--- config.mk ---
export PLATFORM = sky130hd
export DESIGN_NAME = load_store_unit_flat
export DESIGN_NICKNAME = d
export VERILOG_FILES = /design/src/rtl/load_store_unit_pkg.sv /design/src/rtl/load_store_unit_if.sv /design/src/rtl/load_store_unit_load_align.sv /design/src/rtl/load_store_unit.sv /design/src/flat_wrapper.sv
export SDC_FILE = /design/constraint.sdc
export NUM_CORES = 1
export LEC_CHECK = 0
export ABC_AREA = 1
export BUFFER_PORTS_ARGS = -buffer_cell sky130_fd_sc_hd__buf_2
export CORE_MARGIN = 2
export CORE_UTILIZATION = 50
export DETAILED_ROUTE_END_ITERATION = 6
export GPL_ROUTABILITY_DRIVEN = 1
export PLACE_DENSITY = 0.89
export SLEW_MARGIN = 10
export SYNTH_ARGS = -nofsm -noshare
export SYNTH_HDL_FRONTEND = slang
export SYNTH_SLANG_ARGS = --single-unit
--- constraint.sdc ---
create_clock -name clk -period 5.75 [get_ports clk]
set_input_delay 1.725 -clock clk [delete_from_list [all_inputs] [get_ports clk]]
set_output_delay 1.725 -clock clk [all_outputs]
set_load 0.005 [all_outputs]
--- src/rtl/load_store_unit_pkg.sv ---
// Shared types and funct3 decode helpers for the load/store unit.
// Used by load_store_unit and lsu_load_align.
package pkg_lsu;

  typedef enum logic [1:0] {
    IDLE,
    ACCESS,
    RESP
  } lsu_state_t;

  localparam logic [2:0] F3_LB  = 3'b000;
  localparam logic [2:0] F3_LH  = 3'b001;
  localparam logic [2:0] F3_LW  = 3'b010;
  localparam logic [2:0] F3_LBU = 3'b100;
  localparam logic [2:0] F3_LHU = 3'b101;
  localparam logic [2:0] F3_SB  = 3'b000;
  localparam logic [2:0] F3_SH  = 3'b001;
  localparam logic [2:0] F3_SW  = 3'b010;

  function automatic logic f3_legal(input logic write, input logic [2:0] f3);
    if (write) return f3 inside {F3_SB, F3_SH, F3_SW};
    return f3 inside {F3_LB, F3_LH, F3_LW, F3_LBU, F3_LHU};
  endfunction

  // funct3[1:0] encodes the access size for every legal load/store code.
  function automatic logic is_misaligned(input logic [2:0] f3, input logic [1:0] lane);
    case (f3[1:0])
      2'b01:   return lane[0];
      2'b10:   return lane != 2'b00;
      default: return 1'b0;
    endcase
  endfunction

endpackage

--- src/rtl/load_store_unit_if.sv ---
// Core-request, response and memory-bus signals of the load/store unit.
// slave = the LSU itself; master = the core plus memory around it.
interface load_store_unit_if;
  logic        req_valid;
  logic        req_ready;
  logic        req_write;
  logic [2:0]  req_funct3;
  logic [31:0] req_addr;
  logic [31:0] req_wdata;
  logic        rsp_valid;
  logic [31:0] rsp_rdata;
  logic        rsp_fault;
  logic        rsp_misaligned;
  logic        mem_valid;
  logic        mem_ready;
  logic        mem_write;
  logic [31:0] mem_addr;
  logic [31:0] mem_wdata;
  logic [3:0]  mem_wstrb;
  logic [31:0] mem_rdata;

  modport slave (
    input  req_valid, req_write, req_funct3, req_addr, req_wdata, mem_ready, mem_rdata,
    output req_ready, rsp_valid, rsp_rdata, rsp_fault, rsp_misaligned,
           mem_valid, mem_write, mem_addr, mem_wdata, mem_wstrb
  );

  modport master (
    output req_valid, req_write, req_funct3, req_addr, req_wdata, mem_ready, mem_rdata,
    input  req_ready, rsp_valid, rsp_rdata, rsp_fault, rsp_misaligned,
           mem_valid, mem_write, mem_addr, mem_wdata, mem_wstrb
  );
endinterface

--- src/rtl/load_store_unit_load_align.sv ---
// Load lane select and sign/zero extension of a memory word (combinational).
module lsu_load_align
  import pkg_lsu::*;
(
  input  logic [2:0]  funct3,
  input  logic [1:0]  addr,
  input  logic [31:0] word,
  output logic [31:0] result
);

  logic [7:0]  byte_sel;
  logic [15:0] half_sel;

  // NOTE: every output of a combinational block gets a default first so no path infers a latch.
  always_comb begin
    byte_sel = word[8*addr +: 8];
    half_sel = word[16*addr[1] +: 16];
    result   = word;
    case (funct3)
      F3_LB:   result = {{24{byte_sel[7]}}, byte_sel};
      F3_LH:   result = {{16{half_sel[15]}}, half_sel};
      F3_LBU:  result = {24'h0, byte_sel};
      F3_LHU:  result = {16'h0, half_sel};
      default: result = word;
    endcase
  end

endmodule

--- src/rtl/load_store_unit.sv ---
// Sub-word load/store engine: one request -> one word-aligned memory access -> one response.
// Optional LSU_MISALIGN_TRAP_EN: misaligned halfword/word accesses respond with rsp_misaligned.
module load_store_unit
  import pkg_lsu::*;
#(
  parameter int TIMEOUT = 16
) (
  input  logic              clk,
  input  logic              reset,
  load_store_unit_if.slave  bus
);

  localparam int CW = (TIMEOUT > 1) ? $clog2(TIMEOUT) : 1;

  lsu_state_t  state, state_nxt;
  logic          write_q, fault_q, misal_q;
  logic [2:0]    f3_q;
  logic [31:0]   addr_q, wdata_q, rdata_q, load_data;
  logic [3:0]    wstrb_q;
  logic [CW-1:0] wait_cnt;
  logic          req_legal, req_misal, req_ok, timed_out;
  logic [31:0]   st_wdata;
  logic [3:0]    st_wstrb;

  always_comb begin
    req_misal = 1'b0;
`ifdef LSU_MISALIGN_TRAP_EN
    req_misal = is_misaligned(bus.req_funct3, bus.req_addr[1:0]);
`endif
    req_legal = f3_legal(bus.req_write, bus.req_funct3);
    req_ok    = req_legal && !req_misal;
    timed_out = (TIMEOUT > 0) && (wait_cnt == CW'(TIMEOUT - 1));
  end

  // Store lane steering; the strobe shift ignores the sub-size address bits.
  always_comb begin
    st_wdata = bus.req_wdata;
    st_wstrb = 4'b1111;
    case (bus.req_funct3)
      F3_SB: begin
        st_wdata = {4{bus.req_wdata[7:0]}};
        st_wstrb = 4'b0001 << bus.req_addr[1:0];
      end
      F3_SH: begin
        st_wdata = {2{bus.req_wdata[15:0]}};
        st_wstrb = 4'b0011 << {bus.req_addr[1], 1'b0};
      end
      default: ;
    endcase
    if (!bus.req_write) st_wstrb = 4'b0000;
  end

  lsu_load_align u_align (
    .funct3 (f3_q),
    .addr   (addr_q[1:0]),
    .word   (bus.mem_rdata),
    .result (load_data)
  );

  // NOTE: sequential state uses non-blocking assignments so all registers update together.
  always_ff @(posedge clk or posedge reset) begin
    if (reset) state <= IDLE;
    else       state <= state_nxt;
  end

  always_comb begin
    state_nxt = state;
    case (state)
      IDLE:    if (bus.req_valid) state_nxt = req_ok ? ACCESS : RESP;
      ACCESS:  if (bus.mem_ready || timed_out) state_nxt = RESP;
      RESP:    state_nxt = IDLE;
      default: state_nxt = IDLE;
    endcase

    bus.req_ready      = (state == IDLE);
    bus.mem_valid      = (state == ACCESS);
    bus.mem_write      = (state == ACCESS) && write_q;
    bus.mem_addr       = {addr_q[31:2], 2'b00};
    bus.mem_wdata      = wdata_q;
    bus.mem_wstrb      = wstrb_q;
    bus.rsp_valid      = (state == RESP);
    bus.rsp_rdata      = rdata_q;
    bus.rsp_fault      = (state == RESP) && fault_q;
    bus.rsp_misaligned = (state == RESP) && misal_q;
  end

  // NOTE: datapath registers are reset too, because the memory-side outputs have defined reset values.
  always_ff @(posedge clk or posedge reset) begin
    if (reset) begin
      write_q  <= 1'b0;
      f3_q     <= 3'b000;
      addr_q   <= 32'h0;
      wdata_q  <= 32'h0;
      wstrb_q  <= 4'b0000;
      wait_cnt <= '0;
      rdata_q  <= 32'h0;
      fault_q  <= 1'b0;
      misal_q  <= 1'b0;
    end else begin
      case (state)
        IDLE: if (bus.req_valid) begin
          write_q  <= bus.req_write;
          f3_q     <= bus.req_funct3;
          addr_q   <= bus.req_addr;
          wdata_q  <= st_wdata;
          wstrb_q  <= st_wstrb;
          wait_cnt <= '0;
          rdata_q  <= 32'h0;
          fault_q  <= !req_legal;
          misal_q  <= req_legal && req_misal;
        end
        ACCESS: begin
          if (bus.mem_ready)  rdata_q  <= write_q ? 32'h0 : load_data;
          else if (timed_out) fault_q  <= 1'b1;
          else                wait_cnt <= wait_cnt + CW'(1);
        end
        default: ;
      endcase
    end
  end

endmodule

--- src/flat_wrapper.sv ---
// flat-port wrapper written by rule: the top's interface ports become plain ports
module load_store_unit_flat import pkg_lsu::*;
#(
  parameter int TIMEOUT = 16
)
  (clk, reset, bus_req_valid, bus_req_write, bus_req_funct3, bus_req_addr, bus_req_wdata, bus_mem_ready, bus_mem_rdata, bus_req_ready, bus_rsp_valid, bus_rsp_rdata, bus_rsp_fault, bus_rsp_misaligned, bus_mem_valid, bus_mem_write, bus_mem_addr, bus_mem_wdata, bus_mem_wstrb);
  load_store_unit_if bus_i ();
  input  logic clk;
  input  logic reset;
  input wire logic [$bits(bus_i.req_valid)-1:0] bus_req_valid;
  input wire logic [$bits(bus_i.req_write)-1:0] bus_req_write;
  input wire logic [$bits(bus_i.req_funct3)-1:0] bus_req_funct3;
  input wire logic [$bits(bus_i.req_addr)-1:0] bus_req_addr;
  input wire logic [$bits(bus_i.req_wdata)-1:0] bus_req_wdata;
  input wire logic [$bits(bus_i.mem_ready)-1:0] bus_mem_ready;
  input wire logic [$bits(bus_i.mem_rdata)-1:0] bus_mem_rdata;
  output wire logic [$bits(bus_i.req_ready)-1:0] bus_req_ready;
  output wire logic [$bits(bus_i.rsp_valid)-1:0] bus_rsp_valid;
  output wire logic [$bits(bus_i.rsp_rdata)-1:0] bus_rsp_rdata;
  output wire logic [$bits(bus_i.rsp_fault)-1:0] bus_rsp_fault;
  output wire logic [$bits(bus_i.rsp_misaligned)-1:0] bus_rsp_misaligned;
  output wire logic [$bits(bus_i.mem_valid)-1:0] bus_mem_valid;
  output wire logic [$bits(bus_i.mem_write)-1:0] bus_mem_write;
  output wire logic [$bits(bus_i.mem_addr)-1:0] bus_mem_addr;
  output wire logic [$bits(bus_i.mem_wdata)-1:0] bus_mem_wdata;
  output wire logic [$bits(bus_i.mem_wstrb)-1:0] bus_mem_wstrb;
  assign bus_i.req_valid = bus_req_valid;
  assign bus_i.req_write = bus_req_write;
  assign bus_i.req_funct3 = bus_req_funct3;
  assign bus_i.req_addr = bus_req_addr;
  assign bus_i.req_wdata = bus_req_wdata;
  assign bus_i.mem_ready = bus_mem_ready;
  assign bus_i.mem_rdata = bus_mem_rdata;
  assign bus_req_ready = bus_i.req_ready;
  assign bus_rsp_valid = bus_i.rsp_valid;
  assign bus_rsp_rdata = bus_i.rsp_rdata;
  assign bus_rsp_fault = bus_i.rsp_fault;
  assign bus_rsp_misaligned = bus_i.rsp_misaligned;
  assign bus_mem_valid = bus_i.mem_valid;
  assign bus_mem_write = bus_i.mem_write;
  assign bus_mem_addr = bus_i.mem_addr;
  assign bus_mem_wdata = bus_i.mem_wdata;
  assign bus_mem_wstrb = bus_i.mem_wstrb;
  load_store_unit #(.TIMEOUT(TIMEOUT)) u_core (.clk(clk), .reset(reset), .bus(bus_i));
endmodule
==> impl_metrics.toml <==
[final_layout]
layout_common_cells = "275 x nand2_1, 206 x buf_2, 128 x nor2_1"
final_nets = 1003
final_common_cell = "nand2_1"
synthToLayoutAreaGrowth_pct = 18.70
final_core_util_pct = 61.51
antennaDiodeCount = 0
multi_input_area_um2 = 2266
fillers = 1005
drive_gt1_share_pct = 27.24
seq_area_um2 = 2778

[timing]
fmax_ghz = 0.3301
worst_pin_slew_ps = 1051
fin_crit_sh_pct = 52.69
slew_headroom_pct = 29.92
fin_ws_ps = 2720
finalHoldViolCount = 0
clock_skew_ps = 6.687
fin_setup_tns_ps = 0
rsz0062_at_grt = "false"
setup_viol = 0
drv_slew = 0
fin_crit_ps = 3030

[power_and_ir_drop]
clock_power_share_pct = 18.9
vdd_drop_max_mv = 0.2297
sequentialPowerShare_pct = 40.6
comb_power_share_pct = 40.5
power.density_nw_per_um2 = 486.8
swShare_pct = 40.60
power_mw = 3.275
p_leak_nw = 3.925
switchingPower_mw = 1.329
internal-power_mw = 1.945

[floorplanning]
die_area_um2 = 12200
die_height_um = 110.5
io_pins = 210
die_x_um = 110.5
core_area_um2 = 10940
rows = 38
start_util_pct = 51.82

[worst_setup_path]
r2r_cells = 7
worstPathArrival_ps = 3300
path_class = "input pin to flip-flop"
critPathLaunchType = "input pin"
r2r_start = "u_core.state[0]"
crit_path_end = "u_core.bus.rsp_rdata[17]"
ff2ff_setup_slack_ps = 3660
startpoint = "bus_req_valid"
required_ps = 6020
rr_endpoint = "u_core.bus.rsp_rdata[17]"
crit_path_end_kind = "flip-flop"
crit_fanout = 77

[global_routing]
grt_antenna_before_repair = 0
grt_first_pass_wirelength_mm = 23.51
grt_usage_pct = 23.32
grt_max_degree = 82
grt_pass1_vias = 4947
grt_overflow = 0

[synth]
avgSynthCellArea_um2 = 7.627
synth_edf_count = 0
yosysSeqAreaShare_pct = 49.02
synthCells = 743
netlist_area_um2 = 5667
ys.flop_type = "dfrtp_1"
synthArstFlopShare_pct = 100.0
synth_cell_types = 31
ys_seq_elements = 111
yosys_warnings = 0

[clock_tree]
cts_num_sinks = 111
cts.path.max_buffers = 2
ctsHtreeMaxLevel = 3
cts_tree = "built"
ctsHoldBuffers = 0
cts_made_buffers = 9
cts_setup_buffers = 0
cts.clk_slew.worst_paths_ps = 80
worstSkewPairLatency_ps = 340
cts-root-buf = "clkbuf_16"
cts_resized = 0

[detailed_routing]
wl_per_cell_um = 13.88
drt-initial-drc-count = 518
drt-vias-per-instance = 5.062
postRouteAntennaNets = 0
dr.pass1.iters = 5
dr_total_vias = 5280
finalWirelength_mm = 14.48
drc = 0

[place]
dpl.hpwl_mm = 10.51
globalplace.congestion = 0.9154
io_buffers = 206
place_ws_ps = 2379

[run_status]
outcome = "completed"

[flow_run]
maxCapViolCount = 0

[hold_path]
min_path_type = "flip-flop to flip-flop"
## metrics by stage
step                std cells  cell area, µm²  hold slack [ps]
global route             1043            6726            494.5
finish                   1043            6726            476.4
detailed placement       1027            6430            460.2
floorplan                 745            5674            450.0
CTS                      1043            6726            481.2
global placement         1027            6430            457.8
## power by group through the flow
stage,Sequential [mW],Combinational [mW],Clock [mW]
CTS,1.33,1.34,0.628
detailed placement,1.34,1.34,0
global placement,1.34,1.29,0
global route,1.38,1.50,0.661
finish,1.33,1.33,0.618
floorplan,1.31,1.00,0
## worst max-delay path: stages
cell and delay (ps):
buf_2 110, nand2_2 70, buf_4 580, nand2_1 160
inv_2 420, nand2_1 130, nand2_1 90
## state kept, by name (all words and copies together) (netlist names)
| name | count |
|---|---|
| u_core.addr_q | 32 |
| u_core.bus.mem_wdata | 32 |
| u_core.bus.mem_wstrb | 4 |
| u_core.bus.rsp_rdata | 32 |
| u_core.f3_q | 3 |
| u_core.fault_q | 1 |
| u_core.state | 2 |
| u_core.wait_cnt | 4 |
| u_core.write_q | 1 |
## final cells by class
type / count / area share (%)
flip-flops and latches: 111 / 41.29
multi-input cells: 526 / 33.69
repair buffers: 208 / 15.55
clock buffers: 9 / 3.348
well taps: 140 / 2.604
inverters: 42 / 2.455
clock inverters: 7 / 1.060
## cell usage after synthesis, drive strengths merged, types with 8 or more instances
cell    number  area, µm²
o21ai       43      215.2
a31oi        8      50.05
nand2      283       1102
dfrtp      111       2778
nand3       24      150.1
a21oi       17      88.84
o211ai       9      67.56
buf         65      464.2
nor2       131      514.2
inv         42      162.6
## kinds of logic after synthesis
family                   after synthesis  share of synthesized area [%]
AO/OA/AOI/OAI                         79                          7.706
buffers and inverters                108                          11.13
flip-flops                           111                          49.02
AND/OR/NAND/NOR                      441                          31.55
other                                  1                        0.06618
adder cells (fa/ha/maj)                1                         0.2208
XOR/XNOR                               2                         0.3092
## per-layer routing
layer  vias up  global-route usage (%)  wire (µm)
li1       2576                       -          -
met1      2433                   29.65       5988
met2       243                   39.22       6950
met3        28                   6.037       1224
met4         0                   7.167        314
met5         -                       0          0
## worst min-delay path by stage
stage                             from                 endpoint  slack (ps)  cells after the start
2_1_floorplan        u_core.addr_q[10]        u_core.addr_q[10]         450                      2
3_3_place_gp          u_core.addr_q[2]         u_core.addr_q[2]         460                      2
3_5_place_dp          u_core.addr_q[2]         u_core.addr_q[2]         460                      2
4_1_cts               u_core.addr_q[2]         u_core.addr_q[2]         480                      2
5_1_grt        u_core.bus.rsp_rdata[3]  u_core.bus.rsp_rdata[3]         490                      2
6_report             u_core.addr_q[23]        u_core.addr_q[23]         480                      2
Note: power is estimated with default switching activity, not from simulation.
